[config.mk]
export PLATFORM = sky130hd
export DESIGN_NAME = bit_serializer_flat
export DESIGN_NICKNAME = d
export VERILOG_FILES = /design/src/rtl/bit_serializer_if.sv /design/src/rtl/bit_serializer.sv /design/src/flat_wrapper.sv
export SDC_FILE = /design/constraint.sdc
export NUM_CORES = 1
export LEC_CHECK = 0
export BUFFER_PORTS_ARGS = -buffer_cell sky130_fd_sc_hd__buf_2
export CORE_UTILIZATION = 36
export CTS_BUF_LIST = sky130_fd_sc_hd__clkbuf_8
export CTS_CLUSTER_SIZE = 24
export DETAILED_ROUTE_END_ITERATION = 10
export GPL_TIMING_DRIVEN = 0
export PLACE_DENSITY = 0.58
export SYNTH_ARGS = -nofsm -noshare
export SYNTH_HDL_FRONTEND = slang
export SYNTH_SLANG_ARGS = --single-unit
[constraint.sdc]
create_clock -name clock -period 2.5 [get_ports clock]
set_clock_uncertainty 0.15 [all_clocks]
set_input_delay 0.5 -clock clock [delete_from_list [all_inputs] [get_ports clock]]
set_output_delay 0.5 -clock clock [all_outputs]
set_load 0.01 [all_outputs]
[src/rtl/bit_serializer_if.sv]
// Word-in / bit-out handshake bundle for bit_serializer.
// master = upstream word source + serial sink, slave = serializer.
interface bit_serializer_if #(
  parameter int unsigned WIDTH = 8
);
  logic [WIDTH-1:0] din;
  logic             din_valid;
  logic             din_ready;
  logic             out;
  logic             out_valid;
  logic             busy;
  logic             last;

  modport master (
    output din,
    output din_valid,
    input  din_ready,
    input  out,
    input  out_valid,
    input  busy,
    input  last
  );

  modport slave (
    input  din,
    input  din_valid,
    output din_ready,
    output out,
    output out_valid,
    output busy,
    output last
  );
endinterface

[src/rtl/bit_serializer.sv]
// Parallel-to-serial front end: one WIDTH-bit word per handshake, one bit per clock.
// Define SERIALIZER_PARITY_EN to append an even-parity bit after each word.
module bit_serializer #(
  parameter int unsigned WIDTH      = 8,
  parameter bit          MSB_FIRST  = 1'b1,
  parameter bit          IDLE_LEVEL = 1'b0
) (
  input logic          clock,
  input logic          reset,
  bit_serializer_if.slave bus
);
  localparam int unsigned   CW       = $clog2(WIDTH);
  localparam logic [CW-1:0] CNT_LAST = CW'(WIDTH - 1);

`ifdef SERIALIZER_PARITY_EN
  typedef enum logic [1:0] {
    IDLE,
    SHIFT,
    PARITY
  } state_e;
  logic par_q, par_d;
`else
  typedef enum logic {
    IDLE,
    SHIFT
  } state_e;
`endif

  state_e           state_q, state_d;
  logic [WIDTH-1:0] shreg_q, shreg_d;
  logic [WIDTH-1:0] shifted;
  logic [CW-1:0]    cnt_q, cnt_d;
  logic             accept;

  assign accept = bus.din_valid && bus.din_ready;

  // Zero-fill from the far end so the next bit lands on the output tap.
  assign shifted = MSB_FIRST ? {shreg_q[WIDTH-2:0], 1'b0}
                             : {1'b0, shreg_q[WIDTH-1:1]};

  always_ff @(posedge clock or negedge reset) begin
    if (!reset) begin
      state_q <= IDLE;
      shreg_q <= '0;
      cnt_q   <= '0;
`ifdef SERIALIZER_PARITY_EN
      par_q   <= 1'b0;
`endif
    end else begin
      state_q <= state_d;
      shreg_q <= shreg_d;
      cnt_q   <= cnt_d;
`ifdef SERIALIZER_PARITY_EN
      par_q   <= par_d;
`endif
    end
  end

  always_comb begin
    state_d = state_q;
    shreg_d = shreg_q;
    cnt_d   = cnt_q;
`ifdef SERIALIZER_PARITY_EN
    par_d   = par_q;
`endif
    unique case (state_q)
      IDLE: ;
      SHIFT: begin
        shreg_d = shifted;
        cnt_d   = cnt_q - CW'(1);
        if (cnt_q == '0) begin
`ifdef SERIALIZER_PARITY_EN
          state_d = PARITY;
`else
          state_d = IDLE;
`endif
        end
      end
`ifdef SERIALIZER_PARITY_EN
      PARITY: state_d = IDLE;
`endif
      default: state_d = IDLE;
    endcase
    // Accept only happens on a ready cycle; it always (re)starts a word.
    if (accept) begin
      state_d = SHIFT;
      shreg_d = bus.din;
      cnt_d   = CNT_LAST;
`ifdef SERIALIZER_PARITY_EN
      par_d   = ^bus.din;
`endif
    end
  end

  always_comb begin
    bus.din_ready = 1'b0;
    bus.out       = IDLE_LEVEL;
    bus.out_valid = 1'b0;
    bus.busy      = 1'b0;
    bus.last      = 1'b0;
    unique case (state_q)
      IDLE: bus.din_ready = 1'b1;
      SHIFT: begin
        bus.out_valid = 1'b1;
        bus.busy      = 1'b1;
        bus.out       = MSB_FIRST ? shreg_q[WIDTH-1]
                                  : shreg_q[0];
`ifndef SERIALIZER_PARITY_EN
        if (cnt_q == '0) begin
          bus.last      = 1'b1;
          bus.din_ready = 1'b1;
        end
`endif
      end
`ifdef SERIALIZER_PARITY_EN
      PARITY: begin
        bus.out_valid = 1'b1;
        bus.busy      = 1'b1;
        bus.out       = par_q;
        bus.last      = 1'b1;
        bus.din_ready = 1'b1;
      end
`endif
      default: ;
    endcase
  end
endmodule

[src/flat_wrapper.sv]
// flat-port wrapper written by rule: the top's interface ports become plain ports
module bit_serializer_flat 
#(
  parameter int unsigned WIDTH      = 8,
  parameter bit          MSB_FIRST  = 1'b1,
  parameter bit          IDLE_LEVEL = 1'b0
)
  (clock, reset, bus_din, bus_din_valid, bus_din_ready, bus_out, bus_out_valid, bus_busy, bus_last);
  bit_serializer_if #(.WIDTH(WIDTH)) bus_i ();
  input logic clock;
  input logic reset;
  input wire logic [$bits(bus_i.din)-1:0] bus_din;
  input wire logic [$bits(bus_i.din_valid)-1:0] bus_din_valid;
  output wire logic [$bits(bus_i.din_ready)-1:0] bus_din_ready;
  output wire logic [$bits(bus_i.out)-1:0] bus_out;
  output wire logic [$bits(bus_i.out_valid)-1:0] bus_out_valid;
  output wire logic [$bits(bus_i.busy)-1:0] bus_busy;
  output wire logic [$bits(bus_i.last)-1:0] bus_last;
  assign bus_i.din = bus_din;
  assign bus_i.din_valid = bus_din_valid;
  assign bus_din_ready = bus_i.din_ready;
  assign bus_out = bus_i.out;
  assign bus_out_valid = bus_i.out_valid;
  assign bus_busy = bus_i.busy;
  assign bus_last = bus_i.last;
  bit_serializer #(.WIDTH(WIDTH), .MSB_FIRST(MSB_FIRST), .IDLE_LEVEL(IDLE_LEVEL)) u_core (.clock(clock), .reset(reset), .bus(bus_i));
endmodule
==> impl_metrics.ini <==
[synthesis]
seq_area_frac_synth_pct = 44.9
syn_avg_cell_area_um2 = 11.2
syn-cell-area_um2 = 669
yosysWarningCount = 0
ys_seq_elements = 12
syn_inst = 60
yosysUniqueCellTypes = 20
synth_nets = 73

[place]
dp_hpwl_um = 921
place_congestion = 0.638
io_buffers = 15
dpl_cell_area_um2 = 776
post-place-ws_ns = 0.493

[sta]
tns_ns = 0
worst_pin_slew_ns = 0.293
holdWs_ns = 0.335
slew_violations = 0
layout_min_cycle_time_ns = 2.26
final-hold-violation-count = 0
clock.fmax_mhz = 442
rsz0062_at_grt = no
period_share_pct = 90.5
slew_headroom_pct = 80.5
setup_ws_ns = 0.237
setup_viol = 0

[grt]
antenna_found_initial = 0
grt-ovfl-total = 0
grt_pass1_wl_um = 2240
grt_pass1_vias = 493
grt_use_total_pct = 16.1
grt_max_degree = 13

[pwr]
power_w = 0.000999
cellPowerDensity_mw_per_mm2 = 1210
vdd_drop_max_uv = 540
p_leak_nw = 0.406

[status]
status = finished clean

[floorplanning]
core.rowCount = 15
io_pins = 16
die_h_um = 45.1
start_util_pct = 38.8
design.die.area_mm2 = 0.00204
dieWidth_um = 45.1
core_area_mm2 = 0.00173

[worst_setup_path]
path_max_fanout = 10
critPathRequiredTime_ns = 1.85
endpoint_kind = output port
path_class = flop to output port
r2r_slack_ns = 0.73
startpoint_type = flop
arrival_ns = 1.61

[clocking]
cts_buffers = 3
cts_buffer_depth = 2
h-tree-depth = 1
root_buffer = clkbuf_8
clkSlewWorstSetupHoldPaths_ns = 0.05
clock_sinks = 12
cts-resized-gates = 0
cts_tree = built
clkLatencyLatePin_ns = 0.24

[job]
cap_violations = 0

[final_layout]
final_common_cell = buf_2
drive_gt1_share_pct = 40.5
final_cell_mix = 17 x buf_2, 12 x dfrtp_1, 7 x nor2b_1, 7 x a211o_1, 7 x o221a_2
final_area_um2 = 827
diodes = 0
area_delta_synth_final_pct = 23.6
fin_nets = 94

[detailed_routing]
firstDrtPassIters = 4
drt_iter0_markers = 9
ant_nets = 0
wire_per_inst_um = 13.3
vias_per_cell = 5.14
num_vias = 535
drc = 0
finalWirelength_um = 1380

[min_path]
hold_path.class = flop to flop
final timing paths:
path | from | endpoint | cells after the start
max in group asynchronous | reset | u_core.shreg_q[6] | 2
hold / removal | u_core.cnt_q[0] | u_core.cnt_q[0] | 1
min in group asynchronous | reset | u_core.cnt_q[2] | 2
setup / recovery | u_core.cnt_q[0] | bus_din_ready | 6
hold reg to reg | u_core.cnt_q[0] | u_core.cnt_q[0] | 1
setup reg to reg | u_core.cnt_q[0] | u_core.shreg_q[1] | 6
layout make-up:
class                           instances  area (µm²)
Fill cell                             181         900
Multi-Input combinational cell         40         314
Sequential cell                        12         300
Timing Repair Buffer                   16        85.1
Buffer                                  5        43.8
Clock buffer                            3        41.3
Tap cell                               25        31.3
Inverter                                3        11.3
metrics by stage:
stage	utilization [%]	cells
after floorplan	-	60
after global placement	44.9	100
after detailed placement	44.9	100
after CTS	47.9	104
after global routing	47.9	104
final	47.9	104
synthesized netlist by cell type:
library cell   n  area (µm²)
nand2_2        2        12.5
nand2b_1       3        18.8
o21ai_0        1        5.00
buf_6          1        11.3
inv_1          3        11.3
a211o_1        7        61.3
dfrtp_1       12         300
buf_2          2        10.0
o22a_1         2        17.5
and2_1         2        12.5
nand3_1        1        5.00
buf_4          1        7.51
nor2b_1        7        43.8
o21a_1         2        15.0
ha_1           2        25.0
nand2_1        2        7.51
nor3_1         1        5.00
o221a_2        7        78.8
a31oi_1        1        6.26
buf_8          1        15.0
routing by layer:
| layer | vias to the layer above | wire, µm | global-route usage, % |
|---|---|---|---|
| li1 | 260 | - | - |
| met3 | 2 | 60 | 3.60 |
| met5 | - | 0 | 0 |
| met1 | 256 | 631 | 20.7 |
| met2 | 17 | 678 | 24.6 |
| met4 | 0 | 12 | 9.09 |
worst max-delay path, cell delays in order, from the launching register on:
cell and delay, ns:
dfrtp_1 0.36, inv_1 0.05, ha_1 0.19, ha_1 0.24, nand2b_1 0.17, buf_2 0.20, buf_2 0.16
timing repair:
item | in CTS | in global routing
hold buffers | 1 | 0
endpoints found under the setup margin | 0 | 0
buffers inserted | 0 | 0
endpoints found under the hold margin | 12 | 0
report_power, final:
group          internal (W)  total [W]  switching, W  leakage [nW]
clock              0.000106   0.000173     0.0000669        0.0216
sequential         0.000275   0.000334     0.0000587         0.150
combinational      0.000272   0.000493      0.000221         0.235
total              0.000653   0.000999      0.000346         0.406
sequential cells by signal (all words and copies together), names as in the netlist:
signal,flops
u_core.state_q,1
u_core.cnt_q,3
u_core.shreg_q,8
cells by family after synthesis:
| group | after synthesis | synth area share [%] |
|---|---|---|
| DFF | 12 | 44.9 |
| AOI/OAI and AO/OA | 20 | 27.5 |
| and+or+nand+nor | 18 | 15.7 |
| buffers and inverters | 8 | 8.22 |
| adders and majority gates | 2 | 3.74 |
(Power assumes the default switching activity.)
